===== src/rtl/bus_dma_if.sv =====
// System-bus bundle for bus_dma: responder (register) port plus initiator (master) port.
// The slave modport is the DMA engine's view; the master modport is the system/bench view.
interface bus_dma_if;
   logic [31:0] address_in;
   logic        sel_in;
   logic        read_in;
   logic [31:0] read_value_out;
   logic [3:0]  write_mask_in;
   logic [31:0] write_value_in;
   logic [31:0] address_out;
   logic        read_out;
   logic        write_out;
   logic [3:0]  write_mask_out;
   logic [31:0] write_value_out;
   logic [31:0] read_value_in;
   logic        ready_in;

   modport slave (
      input  address_in, sel_in, read_in, write_mask_in, write_value_in,
      input  read_value_in, ready_in,
      output read_value_out, address_out, read_out, write_out,
      output write_mask_out, write_value_out
   );

   modport master (
      output address_in, sel_in, read_in, write_mask_in, write_value_in,
      output read_value_in, ready_in,
      input  read_value_out, address_out, read_out, write_out,
      input  write_mask_out, write_value_out
   );
endinterface


===== src/rtl/bus_dma.sv =====
// Word-copy DMA engine: SRC/DST/LEN/CTRL register port plus a bus initiator port.
// Optional DMA_IRQ_EN adds CTRL bit2 (ie) and a registered irq_out = done & ie.
module bus_dma #(
   parameter int LEN_WIDTH = 16
) (
   input  logic       clk,
   input  logic       reset,
   bus_dma_if.slave   bus
`ifdef DMA_IRQ_EN
   ,
   output logic       irq_out
`endif
);

   localparam logic [1:0] ST_IDLE = 2'd0;
   localparam logic [1:0] ST_RD   = 2'd1;
   localparam logic [1:0] ST_WR   = 2'd2;

   logic [1:0]           state_reg;
   // Addresses are word-aligned, so only bits [31:2] are stored; wrap is free.
   logic [31:2]          src_reg;
   logic [31:2]          dst_reg;
   logic [LEN_WIDTH-1:0] len_reg;
   logic [31:0]          data_reg;
   logic                 done_reg;
   logic                 ie_bit;

   logic [1:0] reg_idx;
   logic       reg_wr;
   logic       ctrl_wr;
   logic       start;
   logic       clr_done;
   logic       busy;

   assign reg_idx  = bus.address_in[3:2];
   assign reg_wr   = bus.sel_in & (|bus.write_mask_in);
   assign ctrl_wr  = reg_wr & (reg_idx == 2'd3);
   assign start    = ctrl_wr & bus.write_value_in[0];
   assign clr_done = ctrl_wr & bus.write_value_in[1];
   assign busy     = (state_reg != ST_IDLE);

   logic unused_addr_bits;
   assign unused_addr_bits = &{1'b0, bus.address_in[31:4], bus.address_in[1:0]};

   always_ff @(posedge clk or posedge reset) begin
      if (reset) begin
         state_reg <= ST_IDLE;
         src_reg   <= '0;
         dst_reg   <= '0;
         len_reg   <= '0;
         data_reg  <= '0;
         done_reg  <= 1'b0;
      end else begin
         case (state_reg)
            ST_IDLE: begin
               if (reg_wr && reg_idx == 2'd0) src_reg <= bus.write_value_in[31:2];
               if (reg_wr && reg_idx == 2'd1) dst_reg <= bus.write_value_in[31:2];
               if (reg_wr && reg_idx == 2'd2) len_reg <= bus.write_value_in[LEN_WIDTH-1:0];
               // Start takes priority over a simultaneous done-clear.
               if (start) begin
                  if (len_reg != '0) begin
                     state_reg <= ST_RD;
                     done_reg  <= 1'b0;
                  end else begin
                     done_reg  <= 1'b1;
                  end
               end else if (clr_done) begin
                  done_reg <= 1'b0;
               end
            end
            ST_RD: begin
               if (bus.ready_in) begin
                  data_reg  <= bus.read_value_in;
                  src_reg   <= src_reg + 30'd1;
                  state_reg <= ST_WR;
               end
            end
            ST_WR: begin
               if (bus.ready_in) begin
                  dst_reg <= dst_reg + 30'd1;
                  len_reg <= len_reg - LEN_WIDTH'(1);
                  if (len_reg == LEN_WIDTH'(1)) begin
                     done_reg  <= 1'b1;
                     state_reg <= ST_IDLE;
                  end else begin
                     state_reg <= ST_RD;
                  end
               end
            end
            default: state_reg <= ST_IDLE;
         endcase
      end
   end

`ifdef DMA_IRQ_EN
   logic ie_reg;
   logic irq_reg;

   always_ff @(posedge clk or posedge reset) begin
      if (reset) begin
         ie_reg  <= 1'b0;
         irq_reg <= 1'b0;
      end else begin
         if (ctrl_wr) ie_reg <= bus.write_value_in[2];
         irq_reg <= done_reg & ie_reg;
      end
   end

   assign ie_bit  = ie_reg;
   assign irq_out = irq_reg;
`else
   assign ie_bit = 1'b0;
`endif

   // Initiator outputs are decoded from state so reset drops them at once.
   assign bus.address_out     = (state_reg == ST_RD) ? {src_reg, 2'b00} :
                                (state_reg == ST_WR) ? {dst_reg, 2'b00} : 32'h0;
   assign bus.read_out        = (state_reg == ST_RD);
   assign bus.write_out       = (state_reg == ST_WR);
   assign bus.write_mask_out  = (state_reg == ST_WR) ? 4'hF : 4'h0;
   assign bus.write_value_out = (state_reg == ST_WR) ? data_reg : 32'h0;

   always_comb begin
      bus.read_value_out = 32'h0;
      if (bus.sel_in && bus.read_in) begin
         case (reg_idx)
            2'd0:    bus.read_value_out = {src_reg, 2'b00};
            2'd1:    bus.read_value_out = {dst_reg, 2'b00};
            2'd2:    bus.read_value_out = 32'(len_reg);
            default: bus.read_value_out = {29'h0, ie_bit, done_reg, busy};
         endcase
      end
   end

endmodule


===== src/flat_wrapper.sv =====
// flat-port wrapper written by rule: the top's interface ports become plain ports
module bus_dma_flat 
#(
   parameter int LEN_WIDTH = 16
)
  (clk, reset, bus_address_in, bus_sel_in, bus_read_in, bus_write_mask_in, bus_write_value_in, bus_read_value_in, bus_ready_in, bus_read_value_out, bus_address_out, bus_read_out, bus_write_out, bus_write_mask_out, bus_write_value_out);
  bus_dma_if bus_i ();
  input  logic clk;
  input  logic reset;
  input wire logic [$bits(bus_i.address_in)-1:0] bus_address_in;
  input wire logic [$bits(bus_i.sel_in)-1:0] bus_sel_in;
  input wire logic [$bits(bus_i.read_in)-1:0] bus_read_in;
  input wire logic [$bits(bus_i.write_mask_in)-1:0] bus_write_mask_in;
  input wire logic [$bits(bus_i.write_value_in)-1:0] bus_write_value_in;
  input wire logic [$bits(bus_i.read_value_in)-1:0] bus_read_value_in;
  input wire logic [$bits(bus_i.ready_in)-1:0] bus_ready_in;
  output wire logic [$bits(bus_i.read_value_out)-1:0] bus_read_value_out;
  output wire logic [$bits(bus_i.address_out)-1:0] bus_address_out;
  output wire logic [$bits(bus_i.read_out)-1:0] bus_read_out;
  output wire logic [$bits(bus_i.write_out)-1:0] bus_write_out;
  output wire logic [$bits(bus_i.write_mask_out)-1:0] bus_write_mask_out;
  output wire logic [$bits(bus_i.write_value_out)-1:0] bus_write_value_out;
  assign bus_i.address_in = bus_address_in;
  assign bus_i.sel_in = bus_sel_in;
  assign bus_i.read_in = bus_read_in;
  assign bus_i.write_mask_in = bus_write_mask_in;
  assign bus_i.write_value_in = bus_write_value_in;
  assign bus_i.read_value_in = bus_read_value_in;
  assign bus_i.ready_in = bus_ready_in;
  assign bus_read_value_out = bus_i.read_value_out;
  assign bus_address_out = bus_i.address_out;
  assign bus_read_out = bus_i.read_out;
  assign bus_write_out = bus_i.write_out;
  assign bus_write_mask_out = bus_i.write_mask_out;
  assign bus_write_value_out = bus_i.write_value_out;
  bus_dma #(.LEN_WIDTH(LEN_WIDTH)) u_core (.clk(clk), .reset(reset), .bus(bus_i));
endmodule

===== config.mk =====
export PLATFORM = sky130hd
export DESIGN_NAME = bus_dma_flat
export DESIGN_NICKNAME = d
export VERILOG_FILES = /design/src/rtl/bus_dma_if.sv /design/src/rtl/bus_dma.sv /design/src/flat_wrapper.sv
export SDC_FILE = /design/constraint.sdc
export NUM_CORES = 1
export LEC_CHECK = 0
export ABC_AREA = 1
export ABC_CLOCK_PERIOD_IN_PS = 8100
export BUFFER_PORTS_ARGS = -buffer_cell sky130_fd_sc_hd__buf_2
export CAP_MARGIN = 25
export CORE_AREA = 8 8 154 156
export CTS_CLUSTER_SIZE = 16
export DETAILED_ROUTE_END_ITERATION = 6
export DIE_AREA = 0 0 162 164
export PLACE_DENSITY = 0.72
export SKIP_LAST_GASP = 1
export SLEW_MARGIN = 20
export SYNTH_ARGS = -nofsm -noshare
export SYNTH_HDL_FRONTEND = slang
export SYNTH_SLANG_ARGS = --single-unit

===== constraint.sdc =====
create_clock -name clk -period 8.1 [get_ports clk]
set_clock_uncertainty 0.1 [all_clocks]
set_input_delay 2.025 -clock clk [delete_from_list [all_inputs] [get_ports clk]]
set_output_delay 2.025 -clock clk [all_outputs]
set_load 0.02 [all_outputs]

After elaboration in Yosys (flattened, before gate mapping)
Index checks and enable logic that the tools add are counted.
{"block": "op_classes", "addsub": 3, "eq_ne": 15, "mux": 27, "n_bitwise": 4, "n_reduce_logical": 17}
{"op": "$mux W32", "n": 4}
{"op": "$mux W30", "n": 4}
{"op": "$pmux W30 S2", "n": 2}
{"op": "$pmux W32 S3", "n": 1}
{"op": "$add A30 B1 Y30 const B", "n": 2}
{"op": "$mux W16", "n": 2}
{"op": "$pmux W16 S2", "n": 1}
{"op": "$eq A16 B1 Y1 const B", "n": 1}
{"op": "$reduce_bool A16 Y1", "n": 1}
{"op": "$sub A16 B1 Y16 const B", "n": 1}
{"op": "$ne A2 B1 Y1 const B", "n": 6}
{"op": "$reduce_and A3 Y1", "n": 3}
{"op": "$mux W2", "n": 4}
{"op": "$reduce_and A4 Y1", "n": 2}
{"op": "$eq A2 B2 Y1 const B", "n": 3}
{"op": "$mux W1", "n": 6}
{"op": "$pmux W2 S3", "n": 1}
{"op": "$reduce_bool A2 Y1", "n": 3}
{"op": "$and A1 B1 Y1", "n": 4}
{"op": "$eq A2 B1 Y1 const B", "n": 2}
{"op": "$logic_and A1 B1 Y1", "n": 4}
{"op": "$logic_not A2 Y1", "n": 2}
{"op": "$mux W4", "n": 1}
{"op": "$ne A2 B2 Y1 const B", "n": 2}
{"op": "other kinds (4)", "n": 4}
{"block": "word_totals", "reg_bits": 111, "input_bits": 105, "out_inout_bits": 102}

Depth between registers and ports, before layout
Gate-level depths: netlist (run 1).
{"block": "depth", "ltp_word": 7, "ltp_mapped": 12}

Least setup slack after synthesis (run 1)
Ideal clock, no wire load.
{"block": "synth_timing", "path_kind": "input to output", "startpoint": "input bus_address_in[2]", "endpoint": "output bus_read_value_out[21]", "arrival_ns": 2.977, "required_time_ns": 5.975, "slack_ns": 2.998, "stages": 6, "n_path_buf": 2, "path_cell_list": "inv_1 -> nor2_1 -> buf_2 -> buf_2 -> nand2_1 -> a21oi_1"}
{"block": "synth_between", "elab_chain_len": 3}
{"item": "start: declaration", "line_no": "flat_wrapper.sv:10", "rtl": "input wire logic [$bits(bus_i.address_in)-1:0] bus_address_in;"}
{"item": "$eq A2 B2 Y1 (tied with other cells)", "line_no": "bus_dma.sv:126", "rtl": "case (reg_idx)"}
{"item": "$pmux W32 S3 (*)", "line_no": "bus_dma.sv:126"}
{"item": "$mux W32 (*)", "line_no": "bus_dma.sv:125", "rtl": "if (bus.sel_in && bus.read_in) begin"}
{"item": "end: declaration", "line_no": "flat_wrapper.sv:17", "rtl": "output wire logic [$bits(bus_i.read_value_out)-1:0] bus_read_value_out;"}
Every way passes the cells marked *; elsewhere a longest branch is shown, timed or not.

Worst setup path after layout (run 1)
{"block": "layout_timing", "startpoint": "input bus_sel_in", "endpoint": "output bus_read_value_out[14]"}
{"block": "layout_between", "elab_chain_len": 2}
{"item": "start: declaration", "line_no": "flat_wrapper.sv:11", "rtl": "input wire logic [$bits(bus_i.sel_in)-1:0] bus_sel_in;"}
{"item": "$logic_and A1 B1 Y1", "line_no": "bus_dma.sv:125"}
{"item": "$mux W32", "line_no": "bus_dma.sv:125"}
Every way passes these cells.

==> results.yml, run 1 <==
timing:
  hold_viol: 0
  period_share: 0.717
  timing.final.crit_period_ns: 5.81
  setup_viol_count_final: 0
  fmax_mhz: 172
  setup-tns-final_ns: 0
  slew_violations: 0
  relSlewSlack: 0.466
  worstMarginPinSlew_ns: 0.799
  rsz0062_at_grt: "no"
yosys:
  synth_area_sq_mm: 0.00819
  netlist.area_leader.share: 0.339
  ys_async_sr_fraction: 1.00
  syn_avg_cell_area_sq_um: 6.34
  synth_edf_count: 0
  synth_cell_type_count: 39
  synth_cells: 1291
  synth.area.top_cells: "dfrtp_1 34%, nand2_1 16%, nor2_1 9.3%"
  yosys_most_used_dff: "dfrtp_1"
  ys_ff_latch: 111
  yosysSeqAreaShare: 0.339
  synth_top_cell_by_area: "dfrtp_1"
  yosysWarnings: 0
floorplan:
  core-area_sq_mm: 0.0214
  core.rowCount: 54
  start_util: 0.384
  die_y_um: 164
  ios: 207
  die_w_um: 162
  die-area_sq_mm: 0.0266
pwr:
  internal_power_mw: 1.67
  power.density_mw_per_mm2: 388
  p_switching_mw: 1.97
  p_leak_nw: 4.95
  p_clk_frac: 0.127
  switching_share: 0.542
  vdd_drop_max_mv: 0.157
  p_comb_frac: 0.567
  seq_power_share: 0.306
worst_setup_path:
  critPathMaxFanout: 19
  end_kind: "output port"
  reg2reg_depth: 10
  critical_path_required_ns: 5.98
  reg2reg_to: "u_core.dst_reg[27]"
  critPathLaunchType: "input port"
  r2r-start: "u_core.state_reg[0]"
  regToRegSetupSlack_ns: 4.73
  crit_type: "input port to output port"
  worstPathArrival_ns: 3.69
global_routing:
  antenna_found_initial: 0
  grt_overflow: 0
  grt_pass1_wl_mm: 45.5
  first_global_vias: 8461
  grt.total_usage: 0.214
  grt_max_degree: 72
flow_run:
  cap_violations: 0
drt:
  drc: 0
  ant_nets: 0
  drt-wirelength-per-cell_um: 17.0
  wl_met2_mm: 13.1
  num_vias: 9017
  dr_wl_met3_mm: 2.58
  drt_iter0_drc: 911
  first_pass_iters: 6
  vias_per_cell: 5.29
  wl_met1_mm: 12.2
  wl_mm: 28.9
  highest_layer: "met4"
place:
  gp_congestion: 0.972
  port_buffers: 174
  placed_area_sq_mm: 0.00907
  dpl.hpwl_mm: 21.4
min_path:
  min_to: "u_core.data_reg[0]"
  min_path_type: "flip-flop to flip-flop"
  hp-start: "u_core.data_reg[0]"
  worstHoldPathCells: 2
clocking:
  cts.clk_slew.worst_paths_ns: 0.07
  cts_buffers: 9
  cts-htree-levels: 3
  root_buffer: "clkbuf_16"
  cts_buffer_depth: 2
  cts_tree: "done"
  ctsHoldBuffers: 0
  cts-resized-gates: 0
  cts.sinks: 111
  insertion_delay_ns: 0.36
  cts_setup_buffers: 0
layout:
  antenna_cells: 0
  final_common_cell: "nand2_1"
  final_layout_size_suffix_gt1_frac: 0.157
  layout.cells.most_common_list: "347 x nand2_1, 203 x nor2_1, 174 x buf_2"
  final_nets: 1527
  largest_register_ffs: 32
  fin_area_sq_mm: 0.00936
  syn_to_final_growth_pct: 14.3
outcome:
  status: "finished, final reports clean"
## layout make-up
type	instances	area, sq um
fill	2298	12000
multi-input combinational	936	4340
timing repair buffer	180	916
tap	280	350
clock buffer	11	233
inverter	180	683
clock inverter	5	58.8
sequential	111	2780
## metrics by stage
step | total power, mW | setup slack (ns) | util | hold WS, ns | std cells
final | 3.64 | 2.29 | 0.438 | 0.412 | 1703
after global routing | 3.94 | 2.17 | 0.438 | 0.436 | 1703
after CTS | 3.62 | 2.34 | 0.438 | 0.419 | 1703
after detailed placement | 3.15 | 2.34 | 0.425 | 0.403 | 1687
after global placement | 3.11 | 2.36 | 0.425 | 0.391 | 1687
after floorplan | 2.59 | 3.00 | - | 0.353 | 1292
## how the worst max path moves through the flow
stage | startpoint | endpoint | slack [ns]
after CTS | bus_sel_in | bus_read_value_out[12] | 2.34
after floorplan | bus_address_in[2] | bus_read_value_out[21] | 3.00
after global placement | bus_sel_in | bus_read_value_out[14] | 2.36
final | bus_sel_in | bus_read_value_out[14] | 2.29
after detailed placement | bus_sel_in | bus_read_value_out[12] | 2.34
after global routing | bus_sel_in | bus_read_value_out[12] | 2.17
## kinds of logic (layout without fill, tap and decap cells)
group                      count (synthesis)  after routing  synth area share
other                                      1              2          0.000458
xor gates and xnor gates                  16             16            0.0171
buffers and inverters                    245            376             0.132
AOI/OAI and AO/OA                        223            223             0.152
adders and majority gates                  4              4           0.00611
DFF                                      111            111             0.339
and+or+nand+nor                          691            691             0.354
## Yosys cell counts (2+ instances only)
master	number
nand2_2	3
a31oi_1	12
o22ai_1	24
clkbuf_1	15
ha_1	4
nor2_4	7
nand3_1	78
inv_4	2
o21ai_1	5
nor2_2	5
nand4_1	24
o21ai_0	83
buf_6	9
nor2_1	203
nand2_1	347
nand3_2	2
inv_1	173
xor2_1	15
a22oi_1	8
buf_4	14
o211ai_1	4
a21oi_1	74
nand3b_1	5
dfrtp_1	111
nor3_1	13
o221ai_1	7
inv_2	5
nand2_4	2
buf_2	27
## power groups by stage
stage               sequential [mW]  clock, mW  combinational (mW)
floorplan                      1.02          0                1.57
global placement               1.11          0                2.00
detailed placement             1.11          0                2.04
CTS                            1.10      0.476                2.05
global route                   1.15      0.494                2.29
finish                         1.11      0.462                2.06
## layer usage
layer,vias up,track usage
li1,4363,-
met1,4111,0.286
met2,477,0.334
met3,66,0.0363
met4,0,0.0989
met5,-,0
## worst max-delay path, stage by stage
cell     delay [ns]
buf_2          0.12
nand2_1        0.47
inv_1          0.55
o21ai_0        0.25
inv_1          0.10
buf_2          0.17
(Power assumes the default switching activity.)
==> inputs of run 2 (changes only) <==
Settings changed: ABC_AREA 1 to 0, ABC_CLOCK_PERIOD_IN_PS 8100 to 5500, CORE_AREA 8 8 154 156 to 8 8 149 151, DIE_AREA 0 0 162 164 to 0 0 157 159, PLACE_DENSITY 0.72 to 0.73.
Clock period 8.1 ns to 5.5 ns, I/O delays scaled along.
==> run 2 against run 1 <==
Against the previous run: total power rose by 31%; critical endpoint is now bus_read_value_out[28]; sequential power rose by 59%; critical path depth fell by 1; via count fell by 14%; final cell count fell by 23%; sequential share of layout area rose by 1.8 points; non-clock buffer count rose by 8; core utilization rose by 0.67 points; flip-flop and latch count did not move; critical path type unchanged.
==> results.yml, run 2 <==
timing:
  period_share: 0.787
  setup_viol_count_final: 0
  relSlewSlack: 0.310
  worstMarginPinSlew_ns: 1.03
  timing.final.ws_setup_ns: 1.17
  setup-tns-final_ns: 0
  hold_viol: 0
  rsz0062_at_grt: "no"
  fmax_mhz: 231
  timing.final.crit_period_ns: 4.33
  slew_violations: 0
global_routing:
  first_global_vias: 7355
  grt_pass1_wl_mm: 40.6
  groute.layer.met2.usage: 0.325
  grt_max_degree: 65
  grt_overflow: 0
  grtUsageMet3: 0.0345
  grt.total_usage: 0.203
  antenna_found_initial: 2
  use_met1: 0.257
  grt-busiest-layer: "met2"
worst_setup_path:
  worstPathArrival_ns: 2.86
  crit_type: "input port to output port"
  critPathSlowestCell: "buf_2"
  end_kind: "output port"
  cp_common_cell: "buf_2"
  cp_top_family: "buffers and inverters"
  slowest_delay_ns: 0.50
  critPathLaunchType: "input port"
  crit_chain: "buf_2, buf_4, mux2i_1, nor2_1, buf_2"
  critical_path_required_ns: 4.03
  path_buf_inv: 3
  critPathMaxFanout: 22
clocking:
  cts_buffer_depth: 2
  cts-htree-levels: 3
  insertion_delay_ns: 0.36
  cts_tree: "done"
  cts.clk_slew.worst_paths_ns: 0.08
  root_buffer: "clkbuf_16"
  cts-resized-gates: 0
  ctsHoldBuffers: 0
  cts_setup_buffers: 0
  cts_buffers: 9
  cts.sinks: 111
pwr:
  vdd_drop_max_mv: 0.186
  internal_power_mw: 2.45
  p_clk_frac: 0.134
  p_comb_frac: 0.496
  p_leak_nw: 3.98
  power.density_mw_per_mm2: 539
  switching_share: 0.485
  p_switching_mw: 2.31
  seq_power_share: 0.370
floorplan:
  core.rowCount: 52
  die_y_um: 159
  die_w_um: 157
  ios: 207
  start_util: 0.384
  die-area_sq_mm: 0.0250
  core-area_sq_mm: 0.0198
place:
  place_inst: 1291
  dpl.hpwl_mm: 18.2
  place_ws_ns: 0.856
  gp_congestion: 0.878
  port_buffers: 174
drt:
  ant_nets: 0
  drt_iter0_drc: 739
  drt-wirelength-per-cell_um: 19.4
  wl_mm: 25.4
  first_pass_iters: 5
  drc: 0
  num_vias: 7716
  vias_per_cell: 5.90
layout:
  final_nets: 1142
  final_cells: 1308
  fill_cells: 1969
  final_layout_size_suffix_gt1_frac: 0.246
  ff_latch_area_sq_mm: 0.00278
  fin_util: 0.445
  syn_to_final_growth_pct: 15.9
  largest_register_ffs: 32
  final_common_cell: "buf_2"
  multi_input_area_sq_mm: 0.00440
  layout.cells.most_common_list: "174 x buf_2, 111 x dfrtp_1, 93 x nor2_1"
yosys:
  yosysSeqAreaShare: 0.365
  synth_area_sq_mm: 0.00762
  ys_ff_latch: 111
  synth_cell_type_count: 65
  yosysMostFrequentCell: "dfrtp_1"
  netlist.area_leader.share: 0.365
  synth_common_cells: "111 x dfrtp_1, 93 x nor2_1, 89 x a21oi_1, 72 x nand2_1, 60 x o21ai_0"
  synth.area.top_cells: "dfrtp_1 36%, a21oi_1 5.8%, mux2i_1 4.7%"
  ys_async_sr_fraction: 1.00
  synth_edf_count: 0
  yosys_most_used_dff: "dfrtp_1"
  synth_cells: 922
  yosysWarnings: 0
  synth_top_cell_by_area: "dfrtp_1"
  syn_avg_cell_area_sq_um: 8.26
flow_run:
  cap_violations: 0
min_path:
  min_path_type: "flip-flop to flip-flop"
outcome:
  status: "finished, final reports clean"
==> run 2: cell types whose count changed in the layout (fill, tap and decap cells not counted), moves of 17 or more <==
cell     change
a22o_1      +17
nand2_1    -275
and2_1      +38
nor2_1     -110
o21ai_0     -23
inv_1      -160
mux2_2      +32
nand3_1     -43
mux2i_1     +36
==> run 2: layout make-up <==
cell class | instances | area share
clock buffers | 9 | 0.0255
flip-flops and latches | 111 | 0.314
clock inverters | 6 | 0.00538
diodes | 1 | 0.000283
multi-input cells | 708 | 0.498
inverters | 15 | 0.00666
repair buffers | 188 | 0.112
well taps | 270 | 0.0382
==> run 2: cells by family after synthesis <==
logic type,count (synthesis),share of synthesized area
AO/OA/AOI/OAI,279,0.238
adder cells (fa/ha/maj),4,0.00657
other,1,0.000492
buffers and inverters,104,0.0599
flip-flops,111,0.365
multiplexers,68,0.0946
AND/OR/NAND/NOR,355,0.236
==> run 2: stage by stage <==
stage / instance area, sq um / total power [mW] / hold WS [ns]
finish: 8830 / 4.76 / 0.399
global route: 8830 / 5.10 / 0.408
CTS: 8820 / 4.75 / 0.403
detailed placement: 8550 / 4.10 / 0.385
global placement: 8550 / 4.03 / 0.379
floorplan: 7620 / 3.41 / 0.369
==> run 2: power groups by stage <==
stage               clock network (mW)  logic [mW]  registers [mW]
floorplan                            0        1.94            1.47
CTS                              0.652        2.36            1.74
detailed placement                   0        2.35            1.75
global route                     0.679        2.60            1.83
global placement                     0        2.30            1.73
finish                           0.639        2.36            1.76
==> run 2: worst paths after layout <==
path / from / endpoint / cells after the start / slack (ns)
max: bus_address_in[2] / bus_read_value_out[28] / 5 / 1.17
min: u_core.data_reg[25] / u_core.data_reg[25] / 1 / 0.40
max reg2reg: u_core.state_reg[0] / u_core.dst_reg[16] / 5 / 2.73
min reg2reg: u_core.data_reg[25] / u_core.data_reg[25] / 1 / 0.40
max in group asynchronous: reset / u_core.src_reg[9] / 3 / 3.34
min in group asynchronous: reset / u_core.src_reg[20] / 2 / 0.95
==> run 2: routing by layer <==
metal | share of wire | vias to the layer above
li1 | - | 3613
met1 | 0.41 | 3674
met3 | 0.076 | 73
met4 | 0.041 | 2
met5 | 0.00031 | -
met2 | 0.47 | 354
==> inputs of run 3 (changes only) <==
Settings changed: ABC_AREA 0 to 1, ABC_CLOCK_PERIOD_IN_PS 5500 to 3690, CORE_AREA 8 8 149 151 to 8 8 154 156, DIE_AREA 0 0 157 159 to 0 0 162 164, PLACE_DENSITY 0.73 to 0.75.
Clock period 5.5 ns to 3.69 ns, I/O delays scaled along.
==> run 3 against run 2 <==
Against the previous run: via count grew 16%; routed wire length grew 12%; clock power is 63% higher; critical path depth grew 4; global-route usage increased by 0.87 points; sequential power is 39% higher; total power grew 68%.
==> results.yml, run 3 (synthesized netlist as in run 1, its figures left out) <==
timing:
  slew_violations: 0
  worstMarginPinSlew_ns: 0.726
  hold_viol: 0
  setup-tns-final_ns: 0
  rsz0062_at_grt: "no"
  relSlewSlack: 0.515
  period_share: 0.891
  fmax_mhz: 304
  timing.final.crit_period_ns: 3.29
  setup_viol_count_final: 0
clocking:
  cts.clk_slew.worst_paths_ns: 0.08
  cts.sinks: 111
  ctsHoldBuffers: 0
  cts_tree: "done"
  cts_buffer_depth: 2
  insertion_delay_ns: 0.37
  cts_setup_buffers: 0
  cts-htree-levels: 3
  root_buffer: "clkbuf_16"
  cts-resized-gates: 0
  cts_buffers: 9
drt:
  vias_per_cell: 5.23
  drc: 0
  wl_mm: 28.3
  drt-wirelength-per-cell_um: 16.6
  ant_nets: 0
  num_vias: 8947
  first_pass_iters: 7
  drt_iter0_drc: 872
min_path:
  min_to: "u_core.data_reg[8]"
  hp-start: "u_core.data_reg[8]"
  min_path_type: "flip-flop to flip-flop"
  worstHoldPathCells: 2
layout:
  antenna_cells: 0
  fin_area_sq_mm: 0.00946
  largest_register_ffs: 32
  fin_util: 0.443
  syn_to_final_growth_pct: 15.5
  final_cells: 1711
  final_common_cell: "nand2_1"
  final_nets: 1535
  final_layout_size_suffix_gt1_frac: 0.163
  layout.cells.most_common_list: "347 x nand2_1, 203 x nor2_1, 174 x buf_2"
  fill_cells: 2271
global_routing:
  grt_overflow: 0
  first_global_vias: 8578
  grt.total_usage: 0.212
  grt_max_degree: 101
  grt_pass1_wl_mm: 45.0
  antenna_found_initial: 2
floorplan:
  core.rowCount: 54
  ios: 207
  core-area_sq_mm: 0.0214
  die_y_um: 164
  die-area_sq_mm: 0.0266
  start_util: 0.384
  die_w_um: 162
worst_setup_path:
  regToRegSetupSlack_ns: 0.95
  critPathLaunchType: "input port"
  path_buf_inv: 5
  reg2reg_depth: 10
  reg2reg_to: "u_core.dst_reg[27]"
  critPathSlowestCell: "nand2_1"
  end_kind: "output port"
  slowest_delay_ns: 0.37
  crit_type: "input port to output port"
  critical_path_required_ns: 2.67
  cp_top_family: "buffers and inverters"
  critPathMaxFanout: 12
  r2r-start: "u_core.state_reg[0]"
  crit_chain: "buf_2, inv_1, nand2_1, inv_1, nand2_1, o221ai_1, nand2_1, inv_1, buf_2"
  worstPathArrival_ns: 2.26
pwr:
  power.density_mw_per_mm2: 847
  p_leak_nw: 5.02
  vdd_drop_max_mv: 0.369
place:
  gp_congestion: 0.958
  port_buffers: 174
  dpl.hpwl_mm: 21.3
  placed_area_sq_mm: 0.00916
  place_inst: 1695
outcome:
  status: "finished, final reports clean"
flow_run:
  cap_violations: 0
## run 3: how the worst max path moves through the flow
stage | from | slack [ns] | cells after the start | endpoint
detailed placement | bus_address_in[2] | 0.45 | 9 | bus_read_value_out[8]
CTS | bus_address_in[2] | 0.44 | 9 | bus_read_value_out[8]
global placement | bus_address_in[2] | 0.46 | 9 | bus_read_value_out[10]
floorplan | bus_address_in[2] | 0.79 | 6 | bus_read_value_out[21]
finish | bus_address_in[2] | 0.40 | 9 | bus_read_value_out[8]
global route | bus_address_in[2] | 0.34 | 9 | bus_read_value_out[8]
## run 3: worst reg2reg max path, delay by kind of cell (launching register included)
family | cells | cell delay [ns]
buffers and inverters | 3 | 1.09
AND/OR/NAND/NOR | 6 | 0.76
flip-flops | 1 | 0.47
AO/OA/AOI/OAI | 1 | 0.20
## run 3: metal layers
metal | wire (um) | share of wire | GRT usage | up-vias
met5 | 17 | 0.00060 | 0 | -
met4 | 1200 | 0.042 | 0.0993 | 4
met3 | 2400 | 0.085 | 0.0494 | 72
met2 | 12900 | 0.46 | 0.336 | 444
met1 | 11800 | 0.42 | 0.269 | 4045
li1 | - | - | - | 4382
## run 3: cell type report
cell class	instances	area, sq um	share of cell area
multi-input combinational	936	4340	0.459
sequential	111	2780	0.294
timing repair buffer	188	1000	0.106
inverter	180	684	0.0723
tap	280	350	0.0370
clock buffer	9	225	0.0238
clock inverter	7	81.3	0.00860
## run 3: metrics by stage
stage          worst slack, ns  power, mW  hold WS (ns)
3_3_place_gp             0.464       6.82         0.383
3_5_place_dp             0.447       6.93         0.400
5_1_grt                  0.341       8.68         0.438
6_report                 0.403       8.02         0.416
2_1_floorplan            0.793       5.68         0.353
4_1_cts                  0.445       7.98         0.420
## run 3: power breakdown
part,switching [mW],internal (mW)
clock network,0.551,0.491
logic,3.17,1.36
registers,0.640,1.81
